### src/rtl/key_bounce_gen.sv
// Mechanical key emulator: press bounce, stable hold, release bounce and idle gap on key_o.
// Define KEY_BOUNCE_RANDOM_EN for LFSR-derived bounce segment lengths; otherwise they are BOUNCE_FIXED cycles.
module key_bounce_gen #(
   parameter int unsigned BOUNCE_PULSES = 3,
   parameter int unsigned BOUNCE_BITS   = 12,
`ifdef KEY_BOUNCE_RANDOM_EN
   parameter logic [15:0] LFSR_SEED     = 16'hACE1,
`else
   parameter int unsigned BOUNCE_FIXED  = 1000,
`endif
   parameter int unsigned HOLD_TIME     = 2400000,
   parameter int unsigned GAP_TIME      = 2400000,
   parameter int unsigned BITS          = 22
) (
   input  logic sys_clk,
   input  logic sys_rst_n,
   input  logic press_req,
   output logic key_o,
   output logic busy,
   output logic pending,
   output logic release_done
);

   localparam int unsigned SEGS        = 2 * BOUNCE_PULSES - 1;
   localparam int unsigned SEG_W       = $clog2(SEGS + 1);
   localparam int unsigned LAST_SEG    = SEGS - 1;
   localparam int unsigned REL_LAST_HI = (SEGS >= 2) ? SEGS - 2 : 0;
   localparam int unsigned HOLD_LAST   = HOLD_TIME - 1;
   localparam int unsigned GAP_LAST    = GAP_TIME - 1;

   typedef enum logic [2:0] {IDLE, PRESS_B, HOLD, REL_B, GAP} state_t;

   state_t             state, state_n;
   logic [BITS-1:0]    count, count_n;
   logic [SEG_W-1:0]   seg, seg_n;
   logic               key_n, busy_n, pending_n, rd_n;
   logic               start_c, gap_end_c, seg_end_c;

`ifdef KEY_BOUNCE_RANDOM_EN
   logic [15:0]            lfsr;
   logic [BOUNCE_BITS-1:0] seg_last;
   logic                   seg_start_c;

   // A bounce segment begins whenever the counter restarts inside a bounce phase
   assign seg_start_c = (count_n == '0) && ((state_n == PRESS_B) || (state_n == REL_B));
   assign seg_end_c   = (count == BITS'(seg_last));

   // Galois LFSR x^16+x^14+x^13+x^11+1, free-running in every state
   always_ff @(posedge sys_clk or negedge sys_rst_n) begin
      if (!sys_rst_n) begin
         lfsr     <= LFSR_SEED;
         seg_last <= '0;
      end else begin
         lfsr <= {1'b0, lfsr[15:1]} ^ (lfsr[0] ? 16'hB400 : 16'h0000);
         if (seg_start_c) seg_last <= lfsr[BOUNCE_BITS-1:0];
      end
   end
`else
   localparam int unsigned FIXED_LAST = (BOUNCE_FIXED <= (2 ** BOUNCE_BITS)) ?
                                        BOUNCE_FIXED - 1 : (2 ** BOUNCE_BITS) - 1;
   assign seg_end_c = (count == BITS'(FIXED_LAST));
`endif

   assign gap_end_c = (count == BITS'(GAP_LAST));

   // State and registered outputs
   always_ff @(posedge sys_clk or negedge sys_rst_n) begin
      if (!sys_rst_n) begin
         state        <= IDLE;
         count        <= '0;
         seg          <= '0;
         key_o        <= 1'b0;
         busy         <= 1'b0;
         pending      <= 1'b0;
         release_done <= 1'b0;
      end else begin
         state        <= state_n;
         count        <= count_n;
         seg          <= seg_n;
         key_o        <= key_n;
         busy         <= busy_n;
         pending      <= pending_n;
         release_done <= rd_n;
      end
   end

   // Next state and next output values
   always_comb begin
      state_n   = state;
      count_n   = count;
      seg_n     = seg;
      key_n     = key_o;
      pending_n = pending;
      rd_n      = 1'b0;
      start_c   = 1'b0;

      case (state)
         IDLE: begin
            key_n = 1'b0;
            if (press_req) start_c = 1'b1;
         end
         PRESS_B: begin
            if (seg_end_c) begin
               count_n = '0;
               if (seg == SEG_W'(LAST_SEG)) begin
                  state_n = HOLD;
                  key_n   = 1'b1;
               end else begin
                  seg_n = seg + SEG_W'(1);
                  key_n = seg[0];
               end
            end else begin
               count_n = count + BITS'(1);
            end
         end
         HOLD: begin
            if (count == BITS'(HOLD_LAST)) begin
               count_n = '0;
               seg_n   = '0;
               key_n   = 1'b0;
               if (SEGS == 1) begin
                  state_n = GAP;
                  rd_n    = 1'b1;
               end else begin
                  state_n = REL_B;
               end
            end else begin
               count_n = count + BITS'(1);
            end
         end
         REL_B: begin
            if (seg_end_c) begin
               count_n = '0;
               if (seg == SEG_W'(REL_LAST_HI)) begin
                  // Final low segment is folded into the gap
                  state_n = GAP;
                  key_n   = 1'b0;
                  rd_n    = 1'b1;
               end else begin
                  seg_n = seg + SEG_W'(1);
                  key_n = ~seg[0];
               end
            end else begin
               count_n = count + BITS'(1);
            end
         end
         GAP: begin
            if (gap_end_c) begin
               if (pending) begin
                  pending_n = 1'b0;
                  start_c   = 1'b1;
               end else if (press_req) begin
                  start_c = 1'b1;
               end else begin
                  state_n = IDLE;
                  count_n = '0;
               end
            end else begin
               count_n = count + BITS'(1);
            end
         end
         default: begin
            state_n = IDLE;
            count_n = '0;
            seg_n   = '0;
            key_n   = 1'b0;
         end
      endcase

      // Queue at most one request behind the running waveform
      if (press_req && (state != IDLE) && !pending && !((state == GAP) && gap_end_c))
         pending_n = 1'b1;

      if (start_c) begin
         state_n = PRESS_B;
         count_n = '0;
         seg_n   = '0;
         key_n   = 1'b1;
      end

      busy_n = (state_n != IDLE);
   end

endmodule
### config.mk
export PLATFORM = sky130hd
export DESIGN_NAME = key_bounce_gen
export DESIGN_NICKNAME = d
export VERILOG_FILES = /design/src/rtl/key_bounce_gen.sv
export SDC_FILE = /design/constraint.sdc
export NUM_CORES = 1
export LEC_CHECK = 0
export BUFFER_PORTS_ARGS = -buffer_cell sky130_fd_sc_hd__clkbuf_2
export CORE_AREA = 2 2 55 70
export CTS_BUF_LIST = sky130_fd_sc_hd__clkbuf_8
export CTS_CLUSTER_SIZE = 12
export DETAILED_ROUTE_END_ITERATION = 10
export DIE_AREA = 0 0 57 72
export PLACE_DENSITY = 0.75
export SLEW_MARGIN = 20
export SYNTH_ARGS = -nofsm -noshare
export SYNTH_HDL_FRONTEND = slang
export SYNTH_SLANG_ARGS = --single-unit
### constraint.sdc
create_clock -name sys_clk -period 2.09 [get_ports sys_clk]
set_clock_uncertainty 0.15 [all_clocks]
set_input_delay 0.1045 -clock sys_clk [delete_from_list [all_inputs] [get_ports sys_clk]]
set_output_delay 0.1045 -clock sys_clk [all_outputs]
set_load 0.02 [all_outputs]
==> flow_summary.ini, run 1 <==
[run_status]
status = finished with violations
violations = negative setup slack

[cts]
cts-buffers-inserted = 5
clockBufferDepth = 2
clock-sinks = 32
cts_tree = yes
worstSkewPairLatency_ns = 0.29
h-tree-depth = 2
cts_root_buf = clkbuf_8
clk_pin_slew_worst_paths_ns = 0.07

[sta]
min_period_ns = 2.242
hold_viol = 0
worst_slew_pin_slew_ns = 0.7925
slew_viol_final = 0
rsz0062_at_grt = yes
setup_ws_ns = -0.1519
setup_violations = 21
maxSlewHeadroom = 0.4716
whs_ns = 0.2871
clock.fmax_mhz = 446.1
setup-tns-final_ns = -1.610
fin_crit_sh = 1.073

[min_path]
hold_path_class = in2async

[grt]
grt_pass1_wl_microns = 8680
grtUsageTotal = 0.2705
overflow = 0
first_global_vias = 1860
antenna_found_initial = 0
grt_max_degree = 33

[worst_setup_path]
cp_max_fo = 7
critical_path_buf_inv_count = 1
crit_type = reg2reg
arrival_ns = 2.30
r2r_cells = 7
rr_endpoint = count[21]
critPathRequiredTime_ns = 2.15
crit_path_top_delay_cell = dfrtp_1
end_kind = flip-flop
r2r-start = count[18]
path_cells = and4_1 -> and4_4 -> a311o_1 -> or2_4 -> buf_6 -> or3_1 -> o21ai_1
startpoint_type = flip-flop
slowest_delay_ns = 0.41
rrSetupSlack_ns = -0.15
path_delay_family = simple AND/OR/NAND/NOR gates

[logic_synthesis]
netlist_instances = 218
ys.flop_type = dfrtp_1
synth-seq-cells = 32
syn_area_sq_mm = 0.001902
synth_cell_types = 47
async_reset_ff_frac = 1.000
yosysWarnings = 0
yosys-top-cells-count = dfrtp_1, nand2_1, a21oi_1, nand3_1, o21ai_0
yosysMostFrequentCell = dfrtp_1
synth.area.top_cells = dfrtp_1, nand2_1, a21oi_1, nand3_1, o21ai_0
synth_edf_count = 0
avgSynthCellArea_sq_um = 8.724
yosysSeqAreaShare = 0.4211
synth_top_area_frac = 0.4211
syn_nets = 225
yosys.area.top_type = dfrtp_1

[final_layout]
n_antenna_cell = 0
syn2layout_area_growth_pct = 33.55
nNetsFinal = 278
fin_cells = 310
nFillCells = 255
drive_above_1_share = 0.3469

[floorplan]
fp.dieW_microns = 57
io_pins = 7
die_y_microns = 72
dieArea_sq_mm = 0.004104
row_count = 24
initial_core_util = 0.5556
core_area_sq_mm = 0.003423

[place]
numPortBuffers = 6
place_hpwl_microns = 3485
place_ws_ns = -0.1043
place_congestion = 0.8755
placed_cells = 296

[power_and_ir_drop]
power_density_mw_per_mm2 = 459.0
ir_drop_mv = 0.4359
p_leak_nw = 1.166

[detailed_routing]
vias_per_cell = 6.100
ant_nets = 0
drc_errors = 0
vias = 1891
dr.first_iter.drc_count = 151
wl_per_cell_microns = 16.87
first_pass_iters = 6
wirelength_microns = 5231

[flow_run]
maxCapViolCount = 0
## state kept, by name, indices dropped and copies added, names as in the netlist
signal / count
release_done: 1
pending: 1
state: 3
seg: 3
key_o: 1
busy: 1
count: 22
## how the worst max path moves through the flow
| stage | slack (ns) | cells past startpoint | from | end |
|---|---|---|---|---|
| 3_3_place_gp | -0.08 | 8 | count[13] | count[10] |
| 3_5_place_dp | -0.10 | 8 | count[10] | count[10] |
| 6_report | -0.15 | 7 | count[18] | count[21] |
| 5_1_grt | -0.19 | 7 | count[18] | count[19] |
| 2_1_floorplan | 0.007 | 8 | count[12] | count[15] |
| 4_1_cts | -0.10 | 8 | count[13] | count[10] |
## final cells by class
class | instances | area, sq um | share of cell area
clock buffer | 5 | 68.82 | 0.02709
sequential | 32 | 800.8 | 0.3153
inverter | 12 | 45.04 | 0.01773
multi-input combinational | 162 | 1110 | 0.4369
timing repair buffer | 58 | 457.9 | 0.1803
clock inverter | 2 | 8.758 | 0.003448
tap | 39 | 48.80 | 0.01921
## metrics by stage
stage | total power, mW | utilization | cell area, sq um
2_1_floorplan | 0.6779 | - | 1928
4_1_cts | 1.166 | 0.7167 | 2454
3_3_place_gp | 0.7168 | 0.6736 | 2306
5_1_grt | 1.202 | 0.7420 | 2540
6_report | 1.166 | 0.7420 | 2540
3_5_place_dp | 0.7189 | 0.6736 | 2306
## layer usage
metal	GRT usage	wire, microns	vias to the layer above
li1	-	-	902
met1	0.3295	2096	914
met2	0.4879	2786	63
met3	0.04278	244	12
met4	0.08269	104	0
met5	0	0	-
## power breakdown
group,switching (mW),internal (mW),leakage (nW)
Sequential,0.0130,0.632,0.337
Combinational,0.0377,0.0307,0.784
Clock,0.231,0.221,0.0452
Total,0.282,0.884,1.17
## kinds of logic after synthesis
kind of cell               Yosys count  synth area share
and+or+nand+nor                     93            0.2717
AOI/OAI and AO/OA                   59            0.1908
DFF                                 32            0.4211
buffers and inverters               24           0.06052
adders and majority gates            4           0.02632
xor gates and xnor gates             3           0.01382
muxes                                3           0.01579
## repair_timing
item | 4_1_cts | 5_1_grt
pin swaps | 4 | 3
cloned | 1 | 0
endpoints found under the setup margin | 25 | 29
hold buffers | 2 | 0
gates resized for setup | 14 | 15
buffers inserted | 1 | 3
endpoints found under the hold margin | 33 | 0
## worst reg2reg max path, cell delays in order (launching register included)
cell and delay [ns]:
dfrtp_1 0.41, and4_1 0.21, and4_4 0.20, a311o_1 0.33
or2_4 0.27, buf_6 0.15, or3_1 0.36, o21ai_1 0.09
## layout by cell type (no fill, tap or decap), drive strengths merged, types with 5 or more instances in the layout
cell / netlist / final
a21oi: 16 / 16
nand2: 24 / 24
nor2: 10 / 10
buf: 6 / 50
nor3: 7 / 7
o21ai: 16 / 16
nand3: 16 / 16
dfrtp: 32 / 32
and4: 5 / 5
or3: 7 / 7
inv: 12 / 13
a31oi: 8 / 8
and3: 7 / 7
clkbuf: 6 / 11
Note: power is estimated with default switching activity, not from simulation.
==> run 2: changes to the inputs <==
Settings changed: RECOVER_POWER from default to 25.
==> flow_summary.ini, run 2 (synthesis results as in run 1) <==
[power_and_ir_drop]
power.switching_uw = 281.3
power_density_mw_per_mm2 = 459.7
seq_power_share = 0.554
p_leak_nw = 1.155
netSwitchingFraction = 0.2414
p_int_uw = 884.1
power_mw = 1.165
combPwrFrac = 0.059
ir_drop_mv = 0.4360
p_clk_frac = 0.388

[floorplan]
die_y_microns = 72
row_count = 24
core_area_sq_mm = 0.003423
dieArea_sq_mm = 0.004104
io_pins = 7
fp.dieW_microns = 57
initial_core_util = 0.5556

[sta]
slew_viol_final = 0
rsz0062_at_grt = yes
min_period_ns = 2.237
fin_crit_sh = 1.070
worst_slew_pin_slew_ns = 0.8023
whs_ns = 0.2907
setup-tns-final_ns = -1.447
setup_ws_ns = -0.1465
maxSlewHeadroom = 0.4651
hold_viol = 0
clock.fmax_mhz = 447.1
setup_violations = 23

[cts]
cts-buffers-inserted = 5
h-tree-depth = 2
worstSkewPairLatency_ns = 0.29
clk_pin_slew_worst_paths_ns = 0.07
clock-sinks = 32
cts_tree = yes
clockBufferDepth = 2
cts_root_buf = clkbuf_8

[detailed_routing]
dr_wl_met3_microns = 230
dr_wl_met2_microns = 2842
m1WireLength_microns = 2094
wirelength_microns = 5212
top_layer = met4
wl_per_cell_microns = 16.81
vias = 1885
drc_errors = 0
ant_nets = 0
vias_per_cell = 6.081
dr.first_iter.drc_count = 151
first_pass_iters = 4

[final_layout]
n_antenna_cell = 0
final_common_cell = buf_4
nFillCells = 258
nNetsFinal = 278
final_util = 0.7405
fin_cells = 310
final_cell_area_sq_mm = 0.002535
largest-register = count
syn2layout_area_growth_pct = 33.29
largest_reg_flops = 22
layout_common_cells = buf_4, dfrtp_1, nand2_1
top_regs = count: 22 flops, seg: 3 flops, state: 3 flops
drive_above_1_share = 0.3321

[run_status]
status = finished with violations
violations = negative setup slack

[worst_setup_path]
cp_max_fo = 7
end_kind = flip-flop
rr_endpoint = count[21]
startpoint_type = flip-flop
rrSetupSlack_ns = -0.15
critPathRequiredTime_ns = 2.15
arrival_ns = 2.30
crit_type = reg2reg
r2r_cells = 7
r2r-start = count[18]

[grt]
overflow = 0
grt_max_degree = 33
grtUsageTotal = 0.2705
grt_pass1_wl_microns = 8680
first_global_vias = 1860
antenna_found_initial = 0

[place]
place_hpwl_microns = 3485
place_congestion = 0.8755
place_ws_ns = -0.1043
place_area_sq_mm = 0.002306
placed_cells = 296
numPortBuffers = 6

[flow_run]
maxCapViolCount = 0

[min_path]
hold_path_class = in2async
## run 2: worst max-delay path: stages (launching register included)
cell and delay [ns]:
dfrtp_1 0.41, and4_1 0.21, and4_4 0.20, a311o_1 0.32, or2_4 0.27, buf_6 0.15, or3_1 0.36, o21ai_1 0.09
## run 2: repair_timing
| item | in CTS | in global routing |
|---|---|---|
| hold buffers | 2 | 0 |
| pin swaps | 4 | 3 |
| hold endpoints to repair | 33 | 0 |
| resized for setup | 14 | 15 |
| setup endpoints to repair | 25 | 29 |
| buffers inserted | 1 | 3 |
| gates cloned | 1 | 0 |
## run 2: layout make-up
type / count / area (sq um) / area share
clock buffer: 5 / 68.82 / 0.02715
multi-input combinational: 162 / 1110 / 0.4378
timing repair buffer: 58 / 452.9 / 0.1787
clock inverter: 2 / 8.758 / 0.003455
sequential: 32 / 800.8 / 0.3159
inverter: 12 / 45.04 / 0.01777
tap: 39 / 48.80 / 0.01925
## run 2: layer usage
| metal | vias up | GRT usage |
|---|---|---|
| met5 | - | 0 |
| met2 | 53 | 0.4879 |
| li1 | 902 | - |
| met4 | 0 | 0.08269 |
| met3 | 5 | 0.04278 |
| met1 | 925 | 0.3295 |
## run 2: power groups by stage
stage	Combinational [mW]	Sequential [mW]	Clock (mW)
detailed placement	0.0628	0.656	0
CTS	0.0671	0.644	0.455
global route	0.0768	0.647	0.479
global placement	0.0615	0.655	0
floorplan	0.0202	0.658	0
finish	0.0683	0.645	0.452
## run 2: worst max path at each step
stage	startpoint	end	slack, ns
after floorplan	count[12]	count[15]	0.007
after global placement	count[13]	count[10]	-0.08
after detailed placement	count[10]	count[10]	-0.10
after CTS	count[13]	count[10]	-0.10
after global routing	count[18]	count[19]	-0.19
final	count[18]	count[21]	-0.15
==> run 3: changes to the inputs <==
Settings changed: SETUP_SLACK_MARGIN from default to 0.02, TNS_END_PERCENT from default to 1.
==> flow_summary.ini, run 3 (synthesis results as in run 1) <==
[run_status]
violations = negative setup slack
status = finished with violations

[worst_setup_path]
cp_max_fo = 7
startpoint_type = flip-flop
path_delay_family = simple AND/OR/NAND/NOR gates
end_kind = flip-flop
path_cells = nor4_2 -> buf_4 -> and4_4 -> a311o_1 -> nor2_1 -> buf_4 -> a21oi_1 -> a31oi_1
crit_type = reg2reg
crit_top_cell = buf_4
critical_path_buf_inv_count = 2
slowest_delay_ns = 0.39
crit_path_top_delay_cell = dfrtp_1
arrival_ns = 2.16
critPathRequiredTime_ns = 2.07

[sta]
setup_violations = 18
worst_slew_pin_slew_ns = 0.8005
rsz0062_at_grt = yes
min_period_ns = 2.176
fin_crit_sh = 1.041
clock.fmax_mhz = 459.5
setup_ws_ns = -0.08649
hold_viol = 0
maxSlewHeadroom = 0.4663
slew_viol_final = 0

[power_and_ir_drop]
power_density_mw_per_mm2 = 474.0
power_mw = 1.131
p_leak_nw = 1.096
ir_drop_mv = 0.3731

[detailed_routing]
ant_nets = 0
dr.first_iter.drc_count = 111
wirelength_microns = 4748
first_pass_iters = 4
vias = 1818
drc_errors = 0
vias_per_cell = 6.060
wl_per_cell_microns = 15.83

[floorplan]
die_y_microns = 72
row_count = 24
fp.dieW_microns = 57
initial_core_util = 0.5556
io_pins = 7
dieArea_sq_mm = 0.004104
core_area_sq_mm = 0.003423

[cts]
clk_pin_slew_worst_paths_ns = 0.06
cts_root_buf = clkbuf_8
clockBufferDepth = 2
clock-sinks = 32
worstSkewPairLatency_ns = 0.29
cts_tree = yes
h-tree-depth = 2
cts-buffers-inserted = 5

[final_layout]
nNetsFinal = 270
syn2layout_area_growth_pct = 25.46
fin_cells = 300
largest-register = count
largest_reg_flops = 22
nFillCells = 279
n_antenna_cell = 0
top_regs = count: 22 flops, seg: 3 flops, state: 3 flops
drive_above_1_share = 0.2605
final_common_cell = buf_4
layout_common_cells = buf_4, dfrtp_1, nand2_1

[place]
placed_cells = 293
numPortBuffers = 6
place_ws_ns = -0.07616
place_hpwl_microns = 3446
place_congestion = 0.9070

[min_path]
hold_path_class = in2async

[grt]
grt_pass1_wl_microns = 8231
overflow = 0
first_global_vias = 1863
use_met2 = 0.4483
antenna_found_initial = 0
grt_use_met3 = 0.05526
grt_max_degree = 33
use_met1 = 0.2986
grtUsageTotal = 0.2582
grt.busiest_layer = met2

[flow_run]
maxCapViolCount = 0
==> run 3: final timing paths <==
path,start,end,slack (ns),depth (start not counted)
worst min-delay path,sys_rst_n,pending,0.29,2
worst min register to register,count[20],count[20],0.38,1
worst max register to register,count[13],count[2],-0.09,8
min in group sys_clk,count[20],count[20],0.38,1
max in group asynchronous,sys_rst_n,count[3],0.99,2
worst max-delay path,count[13],count[2],-0.09,8
==> run 3: layout make-up <==
class | count | area, sq um | area share
Clock buffer | 5 | 68.82 | 0.02884
Inverter | 12 | 45.04 | 0.01888
Multi-Input combinational cell | 162 | 1042 | 0.4368
Sequential cell | 32 | 800.8 | 0.3356
Tap cell | 39 | 48.80 | 0.02045
Timing Repair Buffer | 50 | 380.4 | 0.1594
==> run 3: timing repair <==
item | 4_1_cts | 5_1_grt
hold buffers | 2 | 0
pin swaps | 2 | 5
setup endpoints to repair | 25 | 26
hold endpoints to repair | 33 | 0
setup buffers | 0 | 0
resized for setup | 9 | 8
==> run 3: per-stage QoR <==
stage / util / setup TNS, ns / cell area [sq um] / hold slack, ns
2_1_floorplan: - / -0.03762 / 1926 / -0.3411
3_3_place_gp: 0.6626 / -0.3729 / 2268 / 0.07137
3_5_place_dp: 0.6626 / -0.7274 / 2268 / 0.07629
4_1_cts: 0.6952 / -0.7834 / 2380 / 0.3163
5_1_grt: 0.6970 / -2.648 / 2386 / 0.3721
6_report: 0.6970 / -0.7031 / 2386 / 0.2897
==> run 3: per-layer routing <==
layer	up-vias	part of all wire
li1	887	-
met1	862	0.40
met2	55	0.52
met3	14	0.043
met4	0	0.028
met5	-	0
==> run 3: where the power goes <==
| part | internal [mW] | switching (mW) | leakage, nW |
|---|---|---|---|
| sequential | 0.633 | 0.0137 | 0.337 |
| combinational | 0.0305 | 0.0339 | 0.723 |
| clock | 0.214 | 0.206 | 0.0359 |
